===== src/rtl/alu_seq_pkg.sv =====
// Shared opcode, ALU pin-encoding and FSM state constants for the ALU op sequencer.
package alu_seq_pkg;

   localparam logic [2:0] OP_ADD = 3'd0;
   localparam logic [2:0] OP_SUB = 3'd1;
   localparam logic [2:0] OP_AND = 3'd2;
   localparam logic [2:0] OP_OR  = 3'd3;
   localparam logic [2:0] OP_XOR = 3'd4;

   // ALU control pins packed as {SEL1, SEL0, B_inv}
   localparam logic [2:0] PINS_ADD = 3'b000;
   localparam logic [2:0] PINS_SUB = 3'b001;
   localparam logic [2:0] PINS_AND = 3'b010;
   localparam logic [2:0] PINS_OR  = 3'b100;
   localparam logic [2:0] PINS_XOR = 3'b110;

   localparam logic [0:0] ST_IDLE   = 1'b0;
   localparam logic [0:0] ST_SETTLE = 1'b1;

   function automatic logic op_legal(input logic [2:0] op);
      return (op <= OP_XOR);
   endfunction

   function automatic logic [2:0] op_pins(input logic [2:0] op);
      logic [2:0] p;
      case (op)
         OP_ADD:  p = PINS_ADD;
         OP_SUB:  p = PINS_SUB;
         OP_AND:  p = PINS_AND;
         OP_OR:   p = PINS_OR;
         OP_XOR:  p = PINS_XOR;
         default: p = PINS_ADD;
      endcase
      return p;
   endfunction

endpackage


===== src/rtl/alu_op_sequencer_if.sv =====
// Command and response valid/ready bundle between a requester and the ALU op sequencer.
interface alu_op_sequencer_if #(
   parameter int TAG_W = 4
) ();

   logic             cmd_valid;
   logic             cmd_ready;
   logic [2:0]       cmd_op;
   logic [3:0]       cmd_a;
   logic [3:0]       cmd_b;
   logic [TAG_W-1:0] cmd_tag;

   logic             rsp_valid;
   logic             rsp_ready;
   logic [3:0]       rsp_out;
   logic             rsp_ov;
   logic             rsp_err;
   logic [TAG_W-1:0] rsp_tag;

   modport master (
      output cmd_valid, cmd_op, cmd_a, cmd_b, cmd_tag, rsp_ready,
      input  cmd_ready, rsp_valid, rsp_out, rsp_ov, rsp_err, rsp_tag
   );

   modport slave (
      input  cmd_valid, cmd_op, cmd_a, cmd_b, cmd_tag, rsp_ready,
      output cmd_ready, rsp_valid, rsp_out, rsp_ov, rsp_err, rsp_tag
   );

endinterface


===== src/rtl/alu_rsp_fifo.sv =====
// Small synchronous response FIFO. Head data reads as zero while empty so the
// response bus is quiet whenever nothing is valid.
module alu_rsp_fifo #(
   parameter int WIDTH = 10,
   parameter int DEPTH = 2
) (
   input  logic             clk,
   input  logic             rst_n,
   input  logic             push,
   input  logic [WIDTH-1:0] push_data,
   input  logic             pop,
   output logic [WIDTH-1:0] pop_data,
   output logic             full,
   output logic             empty
);

   localparam int PTR_W = (DEPTH > 1) ? $clog2(DEPTH) : 1;
   localparam int CNT_W = $clog2(DEPTH + 1);

   logic [WIDTH-1:0] mem_q [DEPTH];
   logic [WIDTH-1:0] mem_d [DEPTH];
   logic [PTR_W-1:0] wr_ptr_q, wr_ptr_d;
   logic [PTR_W-1:0] rd_ptr_q, rd_ptr_d;
   logic [CNT_W-1:0] count_q, count_d;
   logic             do_push;
   logic             do_pop;

   function automatic logic [PTR_W-1:0] ptr_inc(input logic [PTR_W-1:0] p);
      return (p == PTR_W'(DEPTH - 1)) ? '0 : p + 1'b1;
   endfunction

   assign full     = (count_q == CNT_W'(DEPTH));
   assign empty    = (count_q == '0);
   assign do_pop   = pop && !empty;
   // a pop frees a slot in the same edge, so push-while-full is legal alongside a pop
   assign do_push  = push && (!full || do_pop);
   assign pop_data = empty ? '0 : mem_q[rd_ptr_q];

   // next-state for storage, pointers and occupancy
   always_comb begin
      mem_d    = mem_q;
      wr_ptr_d = wr_ptr_q;
      rd_ptr_d = rd_ptr_q;
      count_d  = count_q;
      if (do_push) begin
         mem_d[wr_ptr_q] = push_data;
         wr_ptr_d        = ptr_inc(wr_ptr_q);
      end
      if (do_pop) begin
         rd_ptr_d = ptr_inc(rd_ptr_q);
      end
      case ({do_push, do_pop})
         2'b10:   count_d = count_q + 1'b1;
         2'b01:   count_d = count_q - 1'b1;
         default: count_d = count_q;
      endcase
   end

   // FIFO state registers
   always_ff @(posedge clk or negedge rst_n) begin
      if (!rst_n) begin
         for (int i = 0; i < DEPTH; i++) begin
            mem_q[i] <= '0;
         end
         wr_ptr_q <= '0;
         rd_ptr_q <= '0;
         count_q  <= '0;
      end else begin
         mem_q    <= mem_d;
         wr_ptr_q <= wr_ptr_d;
         rd_ptr_q <= rd_ptr_d;
         count_q  <= count_d;
      end
   end

endmodule


===== src/rtl/alu_op_sequencer.sv =====
// Command front end for the 4-bit combinational ALU: drives registered operand and
// select pins, holds them for a settle window, samples OUT/Ov and queues a tagged result.
//
//  state     | meaning
//  ----------+-------------------------------------------------------------
//  ST_IDLE   | ready for a command when the response FIFO has room
//  ST_SETTLE | ALU pins held; counter runs down to the sample edge
module alu_op_sequencer
   import alu_seq_pkg::*;
#(
   parameter int SETTLE_CYCLES = 2,
   parameter int RSP_DEPTH     = 2,
   parameter int TAG_W         = 4
) (
   input  logic                clk,
   input  logic                rst_n,
   alu_op_sequencer_if.slave   bus,
   output logic                busy,
   output logic                A0,
   output logic                A1,
   output logic                A2,
   output logic                A3,
   output logic                B0,
   output logic                B1,
   output logic                B2,
   output logic                B3,
   output logic                B_inv,
   output logic                SEL0,
   output logic                SEL1,
   input  logic                OUT0,
   input  logic                OUT1,
   input  logic                OUT2,
   input  logic                OUT3,
   input  logic                Ov
);

   localparam int CNT_W = (SETTLE_CYCLES > 1) ? $clog2(SETTLE_CYCLES) : 1;
   localparam int RSP_W = 4 + 1 + 1 + TAG_W;

   logic [0:0]       state_q, state_d;
   logic [CNT_W-1:0] cnt_q, cnt_d;
   logic [3:0]       a_q, a_d;
   logic [3:0]       b_q, b_d;
   logic [2:0]       ctl_q, ctl_d;
   logic [TAG_W-1:0] tag_q, tag_d;

   logic             accept;
   logic             push;
   logic [RSP_W-1:0] push_data;
   logic [RSP_W-1:0] head;
   logic             fifo_full;
   logic             fifo_empty;

   // only one command is ever in flight, so a free slot at accept is a slot at push
   assign bus.cmd_ready = (state_q == ST_IDLE) && !fifo_full;
   assign accept        = bus.cmd_valid && bus.cmd_ready;
   assign busy          = (state_q != ST_IDLE);

   assign {A3, A2, A1, A0}    = a_q;
   assign {B3, B2, B1, B0}    = b_q;
   assign {SEL1, SEL0, B_inv} = ctl_q;

   // FSM, pin loading and response construction
   always_comb begin
      state_d   = state_q;
      cnt_d     = cnt_q;
      a_d       = a_q;
      b_d       = b_q;
      ctl_d     = ctl_q;
      tag_d     = tag_q;
      push      = 1'b0;
      push_data = '0;
      case (state_q)
         ST_IDLE: begin
            if (accept) begin
               if (op_legal(bus.cmd_op)) begin
                  state_d = ST_SETTLE;
                  cnt_d   = CNT_W'(SETTLE_CYCLES - 1);
                  a_d     = bus.cmd_a;
                  b_d     = bus.cmd_b;
                  ctl_d   = op_pins(bus.cmd_op);
                  tag_d   = bus.cmd_tag;
               end else begin
                  // illegal opcode answers at once and leaves the ALU pins alone
                  push      = 1'b1;
                  push_data = {4'b0000, 1'b0, 1'b1, bus.cmd_tag};
               end
            end
         end
         ST_SETTLE: begin
            if (cnt_q == '0) begin
               push      = 1'b1;
               push_data = {OUT3, OUT2, OUT1, OUT0, Ov, 1'b0, tag_q};
               state_d   = ST_IDLE;
            end else begin
               cnt_d = cnt_q - 1'b1;
            end
         end
         default: state_d = ST_IDLE;
      endcase
   end

   // sequencer state and registered ALU pins
   always_ff @(posedge clk or negedge rst_n) begin
      if (!rst_n) begin
         state_q <= ST_IDLE;
         cnt_q   <= '0;
         a_q     <= '0;
         b_q     <= '0;
         ctl_q   <= '0;
         tag_q   <= '0;
      end else begin
         state_q <= state_d;
         cnt_q   <= cnt_d;
         a_q     <= a_d;
         b_q     <= b_d;
         ctl_q   <= ctl_d;
         tag_q   <= tag_d;
      end
   end

   alu_rsp_fifo #(
      .WIDTH (RSP_W),
      .DEPTH (RSP_DEPTH)
   ) u_rsp_fifo (
      .clk       (clk),
      .rst_n     (rst_n),
      .push      (push),
      .push_data (push_data),
      .pop       (bus.rsp_ready),
      .pop_data  (head),
      .full      (fifo_full),
      .empty     (fifo_empty)
   );

   assign bus.rsp_valid = !fifo_empty;
   assign {bus.rsp_out, bus.rsp_ov, bus.rsp_err, bus.rsp_tag} = head;

endmodule

===== src/flat_wrapper.sv =====
// flat-port wrapper written by rule: the top's interface ports become plain ports
module alu_op_sequencer_flat import alu_seq_pkg::*;
#(
   parameter int SETTLE_CYCLES = 2,
   parameter int RSP_DEPTH     = 2,
   parameter int TAG_W         = 4
)
  (clk, rst_n, busy, A0, A1, A2, A3, B0, B1, B2, B3, B_inv, SEL0, SEL1, OUT0, OUT1, OUT2, OUT3, Ov, bus_cmd_valid, bus_cmd_op, bus_cmd_a, bus_cmd_b, bus_cmd_tag, bus_rsp_ready, bus_cmd_ready, bus_rsp_valid, bus_rsp_out, bus_rsp_ov, bus_rsp_err, bus_rsp_tag);
  alu_op_sequencer_if #(.TAG_W(TAG_W)) bus_i ();
  input  logic clk;
  input  logic rst_n;
  output logic busy;
  output logic A0;
  output logic A1;
  output logic A2;
  output logic A3;
  output logic B0;
  output logic B1;
  output logic B2;
  output logic B3;
  output logic B_inv;
  output logic SEL0;
  output logic SEL1;
  input  logic OUT0;
  input  logic OUT1;
  input  logic OUT2;
  input  logic OUT3;
  input  logic Ov;
  input wire logic [$bits(bus_i.cmd_valid)-1:0] bus_cmd_valid;
  input wire logic [$bits(bus_i.cmd_op)-1:0] bus_cmd_op;
  input wire logic [$bits(bus_i.cmd_a)-1:0] bus_cmd_a;
  input wire logic [$bits(bus_i.cmd_b)-1:0] bus_cmd_b;
  input wire logic [$bits(bus_i.cmd_tag)-1:0] bus_cmd_tag;
  input wire logic [$bits(bus_i.rsp_ready)-1:0] bus_rsp_ready;
  output wire logic [$bits(bus_i.cmd_ready)-1:0] bus_cmd_ready;
  output wire logic [$bits(bus_i.rsp_valid)-1:0] bus_rsp_valid;
  output wire logic [$bits(bus_i.rsp_out)-1:0] bus_rsp_out;
  output wire logic [$bits(bus_i.rsp_ov)-1:0] bus_rsp_ov;
  output wire logic [$bits(bus_i.rsp_err)-1:0] bus_rsp_err;
  output wire logic [$bits(bus_i.rsp_tag)-1:0] bus_rsp_tag;
  assign bus_i.cmd_valid = bus_cmd_valid;
  assign bus_i.cmd_op = bus_cmd_op;
  assign bus_i.cmd_a = bus_cmd_a;
  assign bus_i.cmd_b = bus_cmd_b;
  assign bus_i.cmd_tag = bus_cmd_tag;
  assign bus_i.rsp_ready = bus_rsp_ready;
  assign bus_cmd_ready = bus_i.cmd_ready;
  assign bus_rsp_valid = bus_i.rsp_valid;
  assign bus_rsp_out = bus_i.rsp_out;
  assign bus_rsp_ov = bus_i.rsp_ov;
  assign bus_rsp_err = bus_i.rsp_err;
  assign bus_rsp_tag = bus_i.rsp_tag;
  alu_op_sequencer #(.SETTLE_CYCLES(SETTLE_CYCLES), .RSP_DEPTH(RSP_DEPTH), .TAG_W(TAG_W)) u_core (.clk(clk), .rst_n(rst_n), .bus(bus_i), .busy(busy), .A0(A0), .A1(A1), .A2(A2), .A3(A3), .B0(B0), .B1(B1), .B2(B2), .B3(B3), .B_inv(B_inv), .SEL0(SEL0), .SEL1(SEL1), .OUT0(OUT0), .OUT1(OUT1), .OUT2(OUT2), .OUT3(OUT3), .Ov(Ov));
endmodule

===== config.mk =====
export PLATFORM = sky130hd
export DESIGN_NAME = alu_op_sequencer_flat
export DESIGN_NICKNAME = d
export VERILOG_FILES = /design/src/rtl/alu_seq_pkg.sv /design/src/rtl/alu_op_sequencer_if.sv /design/src/rtl/alu_rsp_fifo.sv /design/src/rtl/alu_op_sequencer.sv /design/src/flat_wrapper.sv
export SDC_FILE = /design/constraint.sdc
export NUM_CORES = 1
export LEC_CHECK = 0
export ABC_AREA = 1
export BUFFER_PORTS_ARGS = -buffer_cell sky130_fd_sc_hd__buf_2
export CAP_MARGIN = 5
export CORE_MARGIN = 2
export CORE_UTILIZATION = 50
export DETAILED_ROUTE_END_ITERATION = 10
export PLACE_DENSITY_LB_ADDON = 0.25
export SYNTH_ARGS = -nofsm -noshare
export SYNTH_HDL_FRONTEND = slang
export SYNTH_SLANG_ARGS = --single-unit

===== constraint.sdc =====
create_clock -name clk -period 2.25 [get_ports clk]
set_input_delay 0.45 -clock clk [delete_from_list [all_inputs] [get_ports clk]]
set_output_delay 0.45 -clock clk [all_outputs]
set_load 0.1 [all_outputs]

==> summary.txt, run 1 <==
Worst setup path
  • Worst EP arrival: 1.62 ns
  • Data required time at the worst endpoint: 1.80 ns
  • Cell family with the largest share of critical-path delay: buffers and inverters
  • Capturing element type of the critical path: output pin
  • Critical Path Slowest Stage Cell: sky130_fd_sc_hd__dfrtp_1
  • Crit Path Max Fanout: 10
  • Series of cell instances along the critical path: clkinv_1 > nand2_1 > a21oi_1 > buf_2
  • Launching element type of the critical path: register
  • Count of buffer and inverter cells on the critical path: 2
  • Stage delay of the slowest cell on the critical path: 0.47 ns
  • Crit Path Category: register to output pin
  • Register-to-Register Setup Slack: 0.48 ns

Timing
  • Setup TNS: 0 ns
  • Worst setup skew after layout: 0.002546 ns
  • Number of pins exceeding their max-slew limit in the final report: 0
  • Unrepaired setup endpoints after global routing: no
  • Final period util: 0.9214
  • Final Hold Vio Count: 0
  • Max Fclk: 482.4 MHz
  • Count of endpoints failing setup in the final report: 0
  • Final critical-path required period: 2.073 ns
  • Worst-margin pin slew: 0.5956 ns
  • Hold Worst Slack: 0.1588 ns
  • Relative slew slack: 0.6029

Route
  • Antenna Nets Post-Route: 0
  • Final routed DRC violation total: 0
  • Routed len/inst: 12.11 um
  • Detailed-route via count: 1,761
  • Initial DRC Count: 158
  • Final wirelength: 4275 um
  • Detailed Routing Iterations Pass 1: 4
  • Vias per std cell: 4.989

CTS
  • Clock buffer depth: 2
  • Clock transition at the registers of the reported paths: 0.07 ns
  • Number of sinks driven by the clock tree: 41
  • Number of buffers created by CTS: 5
  • CTS Hold Buffers Added: 0
  • Number of setup buffers added after CTS: 0
  • Number of resized instances in the post-cts repair step: 0
  • CTS tree: built
  • Clock root buffer master: sky130_fd_sc_hd__clkbuf_8
  • Later-pin clock latency in the skew report: 0.29 ns
  • Number of H-tree branching levels: 2

Die
  • Std cell rows: 23
  • Full die area: 4537 um2
  • Floorplan Core Area: 3943 um2
  • Initial Utilization: 0.5090
  • Ports placed on the boundary: 48
  • Horizontal extent of the die: 67.36 um
  • Vertical extent of the die: 67.36 um

Placed design
  • Placed wire-length estimate after detailed placement: 2966 um
  • Port Buffers: 47
  • Final GP Congestion: 0.7882
  • Placed insts: 345
  • Post-detailed-placement cell area: 2306 um2

Cells and area
  • Layout-stage area growth over the synthesis result: 19.95%
  • Nets: 327
  • Post-Layout Cell Count: 353
  • Layout Cell Area excl Fill: 2407 um2
  • Number of inserted filler cells in the final layout: 362
  • Number of diodes: 0
  • Share of final-layout standard cells stronger than drive strength 1: 0.2475

Yosys
  • Library cell occupying the most area in the post-synthesis netlist: sky130_fd_sc_hd__dfrtp_1
  • Nets in the synthesized netlist: 278
  • Sequential share of the synthesized area: 0.5112
  • Area fraction of the dominant cell type after synthesis: 0.5112
  • Fraction of synthesis flops using an asynchronous set or reset pin: 1.000
  • Largest family of logic cells by synthesized area: simple AND/OR/NAND/NOR gates
  • Multiplexer area fraction after synthesis: 0
  • Post-synth top flop: sky130_fd_sc_hd__dfrtp_1
  • Flop and latch count out of synthesis: 41
  • Count of mapped cells out of synthesis: 253
  • Post-synthesis simple-gate area fraction: 0.3273
  • Yosys cell types: 25
  • Number of enable-type register cells in the synthesized netlist: 0
  • Most instantiated library cell after synthesis: sky130_fd_sc_hd__nand2_1
  • Synth Area in Compound Gates: 0.07544
  • Dominant cells by area after synthesis: sky130_fd_sc_hd__dfrtp_1, sky130_fd_sc_hd__nand2_1, sky130_fd_sc_hd__nand4_1, sky130_fd_sc_hd__a21oi_1, sky130_fd_sc_hd__nor2_1
  • Post-synthesis share of cell area spent on full adders, half adders and majority gates: 0.006234
  • Synth Area per Inst: 7.933 um2
  • Leading cell types by count after synthesis: sky130_fd_sc_hd__nand2_1, sky130_fd_sc_hd__dfrtp_1, sky130_fd_sc_hd__nand4_1, sky130_fd_sc_hd__nor2_1, sky130_fd_sc_hd__inv_1
  • Xor/xnor share of the synthesized area: 0.01309
  • Ys Warns: 0
  • Area of the mapped netlist: 2007 um2

Global route
  • Total gr overflow: 0
  • Number of global-route vias before repair: 1,673
  • First-pass GRT wire length: 7362 um
  • Maximum number of pins on one net before global-route repair: 27
  • Aggregate global-route resource usage: 0.2198
  • Initial antenna violation count: 0

Hold path
  • Hold/Removal Path Class: primary input to asynchronous set/reset pin

Run status
  • Status: completed

Flow run
  • Max Cap Violations: 0
## sequential cells by signal, indices dropped and copies added (netlist names), 2 cells and up
| register | count |
|---|---|
| u_core.tag_q | 4 |
| u_core.a_q | 4 |
| u_core.u_rsp_fifo.mem_q | 20 |
| u_core.ctl_q | 3 |
| u_core.u_rsp_fifo.count_q | 2 |
| u_core.b_q | 4 |
## per-stage QoR
stage                 util  worst slack [ns]
floorplan                -           -0.3987
global placement    0.5849            0.5023
detailed placement  0.5849            0.4390
CTS                 0.6106            0.1539
global route        0.6106           0.01954
finish              0.6106            0.1768
## layout make-up
type                    count  area (um2)  share of cell area
flip-flops and latches     41        1026              0.4262
clock inverters             1       5.005            0.002079
inverters                  18       67.56             0.02807
clock buffers               7       96.34             0.04002
repair buffers             54       287.8              0.1195
multi-input cells         182       862.1              0.3581
well taps                  50       62.56             0.02599
## final timing paths
| path | startpoint | to | cells after the start |
|---|---|---|---|
| worst max register to register | u_core.busy | u_core.u_rsp_fifo.count_q[1] | 8 |
| min in group clk | bus_cmd_b[1] | u_core.b_q[1] | 3 |
| max in group asynchronous | rst_n | u_core.tag_q[3] | 2 |
| worst min-delay path | rst_n | u_core.u_rsp_fifo.mem_q[16] | 1 |
| worst max-delay path | u_core.u_rsp_fifo.rd_ptr_q | bus_rsp_tag[0] | 4 |
| worst min register to register | u_core.b_q[1] | u_core.b_q[1] | 2 |
## routing by layer
metal  part of all wire  vias to the layer above  routed length, um  GRT usage
met5                  0                        -                  0          0
li1                   -                      902                  -          -
met3              0.084                        4                360    0.06167
met2               0.46                       70               1980     0.3787
met1               0.44                      785               1895     0.2665
met4             0.0089                        0                 38    0.06888
## cells by family (layout without fill, tap and decap cells)
family / Yosys count / count (layout)
xor gates and xnor gates: 3 / 3
AOI/OAI and AO/OA: 25 / 25
DFF: 41 / 41
adders and majority gates: 1 / 1
buffers and inverters: 30 / 80
and+or+nand+nor: 153 / 153
## cell usage in the layout, fill, tap and decap left out
master,synthesis,final
sky130_fd_sc_hd__a21oi_1,13,9
sky130_fd_sc_hd__a21oi_2,0,4
sky130_fd_sc_hd__buf_2,5,47
sky130_fd_sc_hd__buf_4,2,7
sky130_fd_sc_hd__clkbuf_8,0,7
sky130_fd_sc_hd__clkinv_1,1,1
sky130_fd_sc_hd__clkinv_2,0,1
sky130_fd_sc_hd__dfrtp_1,41,41
sky130_fd_sc_hd__ha_1,1,1
sky130_fd_sc_hd__inv_1,15,15
sky130_fd_sc_hd__inv_2,2,2
sky130_fd_sc_hd__nand2_1,110,110
sky130_fd_sc_hd__nand2_2,1,1
sky130_fd_sc_hd__nand3_1,1,1
sky130_fd_sc_hd__nand3_2,2,2
sky130_fd_sc_hd__nand3_4,1,1
sky130_fd_sc_hd__nand4_1,20,20
sky130_fd_sc_hd__nor2_1,17,17
sky130_fd_sc_hd__nor2_2,1,1
sky130_fd_sc_hd__o21ai_0,4,4
sky130_fd_sc_hd__o21ai_1,5,5
sky130_fd_sc_hd__o21ai_4,1,1
sky130_fd_sc_hd__o21bai_4,1,1
sky130_fd_sc_hd__o22ai_1,1,1
sky130_fd_sc_hd__xnor2_1,2,2
sky130_fd_sc_hd__xor2_1,1,1
Power of run 1 is not shown: default switching activity piles up to over one toggle a cycle in this logic, so the estimate is an artifact.
==> run 2: changes to the inputs <==
CTS_BUF_LIST = sky130_fd_sc_hd__clkbuf_16   (was not set)
==> summary.txt, run 2 (synthesis gave the netlist of run 1 again) <==
Cells and area
  • Nets: 327
  • Commonest cells after routing, fill and taps aside: sky130_fd_sc_hd__nand2_1, sky130_fd_sc_hd__buf_2, sky130_fd_sc_hd__dfrtp_1
  • Post-Layout Cell Count: 353
  • Number of diodes: 0
  • Number of inserted filler cells in the final layout: 354
  • Flip-flop and latch area: 1026 um2
  • Most frequent standard cell in the layout excluding fill and tap cells: sky130_fd_sc_hd__nand2_1
  • Layout-stage area growth over the synthesis result: 21.76%
  • Multi-input gate area: 862.1 um2
  • Register with the highest flop count: u_core.u_rsp_fifo.mem_q
  • Share of final-layout standard cells stronger than drive strength 1: 0.2409
  • Flip-flop count of the largest register after layout: 20

Global route
  • First-pass GRT wire length: 7507 um
  • Total gr overflow: 0
  • Number of global-route vias before repair: 1,712
  • Aggregate global-route resource usage: 0.2244
  • Maximum number of pins on one net before global-route repair: 27
  • Initial antenna violation count: 0

Worst setup path
  • Length in cells of the worst reg-to-reg path: 8
  • Worst EP arrival: 1.60 ns
  • Crit Path Category: register to output pin
  • Launching element type of the critical path: register
  • Crit Path Max Fanout: 10
  • End of the worst register-to-register path: u_core.u_rsp_fifo.count_q[1]
  • Register-to-Register Setup Slack: 0.43 ns
  • Reg2Reg Launch Point: u_core.busy
  • Capturing element type of the critical path: output pin
  • Data required time at the worst endpoint: 1.80 ns

Placed design
  • Port Buffers: 47
  • Placed insts: 345
  • Placed wire-length estimate after detailed placement: 2966 um
  • Final GP Congestion: 0.7882

Timing
  • Max Fclk: 488.4 MHz
  • Worst-margin pin slew: 0.5844 ns
  • Number of pins exceeding their max-slew limit in the final report: 0
  • Unrepaired setup endpoints after global routing: no
  • Relative slew slack: 0.6104
  • Worst setup skew after layout: 0.002633 ns
  • Final critical-path required period: 2.047 ns
  • Count of endpoints failing setup in the final report: 0
  • Final Hold Vio Count: 0
  • Final period util: 0.9100

CTS
  • Clock buffer depth: 2
  • Clock root buffer master: sky130_fd_sc_hd__clkbuf_16
  • Number of resized instances in the post-cts repair step: 0
  • CTS tree: built
  • Number of sinks driven by the clock tree: 41
  • Later-pin clock latency in the skew report: 0.28 ns
  • CTS Hold Buffers Added: 0
  • Number of buffers created by CTS: 5
  • Clock transition at the registers of the reported paths: 0.05 ns
  • Number of H-tree branching levels: 2
  • Number of setup buffers added after CTS: 0

Route
  • Initial DRC Count: 125
  • Vias per std cell: 5.017
  • Detailed-route via count: 1,771
  • Detailed Routing Iterations Pass 1: 4
  • Final wirelength: 4323 um
  • Final routed DRC violation total: 0
  • Routed len/inst: 12.25 um
  • Antenna Nets Post-Route: 0

Flow run
  • Max Cap Violations: 0

Die
  • Initial Utilization: 0.5090
  • Std cell rows: 23
  • Floorplan Core Area: 3943 um2
  • Full die area: 4537 um2
  • Vertical extent of the die: 67.36 um
  • Horizontal extent of the die: 67.36 um
  • Ports placed on the boundary: 48

Hold path
  • Hold/Removal Path Class: primary input to asynchronous set/reset pin

Run status
  • Status: completed
[run 2: cell count changes in the layout (fill, tap and decap cells not counted), sizes merged]
| cell | before | now |
|---|---|---|
| clkinv | 2 | 4 |
| clkbuf | 7 | 5 |
[run 2: layout make-up]
class	instances	area share
inverter	18	0.02765
timing repair buffer	54	0.1178
clock inverter	3	0.005120
clock buffer	5	0.05120
multi-input combinational	182	0.3528
sequential	41	0.4199
tap	50	0.02560
[run 2: how the worst max path moves through the flow]
stage,from,to,slack [ns],depth (start not counted)
2_1_floorplan,u_core.u_rsp_fifo.rd_ptr_q,bus_rsp_ov,-0.40,3
3_3_place_gp,bus_cmd_op[0],u_core.u_rsp_fifo.count_q[1],0.50,8
3_5_place_dp,bus_cmd_op[0],u_core.u_rsp_fifo.count_q[1],0.44,8
4_1_cts,u_core.u_rsp_fifo.rd_ptr_q,bus_rsp_out[2],0.18,4
5_1_grt,u_core.u_rsp_fifo.rd_ptr_q,bus_rsp_tag[0],0.05,4
6_report,u_core.u_rsp_fifo.rd_ptr_q,bus_rsp_tag[0],0.20,4
[run 2: through the flow]
step                setup TNS [ns]  setup WS [ns]    util  hold WS, ns  cell area (um2)
finish                           0         0.2025  0.6198       0.1706             2444
CTS                              0         0.1781  0.6198       0.1891             2444
global route                     0        0.04660  0.6198       0.2088             2444
global placement                 0         0.5023  0.5849       0.4496             2306
floorplan                   -2.387        -0.3987       -       0.1544             2022
detailed placement               0         0.4390  0.5849       0.4540             2306
[run 2: critical path: stages, from the launching register on]
cell and delay, ns:
sky130_fd_sc_hd__dfrtp_1 0.46, sky130_fd_sc_hd__clkinv_1 0.21, sky130_fd_sc_hd__nand2_1 0.08, sky130_fd_sc_hd__a21oi_1 0.13, sky130_fd_sc_hd__buf_2 0.44
[run 2: metal layers]
layer,global-route usage,up-vias,wire length (um)
li1,-,904,-
met1,0.2676,800,1870
met2,0.3824,62,2091
met3,0.06833,5,316
met4,0.08163,0,45
met5,0,-,0
Power of run 2 is left out for the same reason.
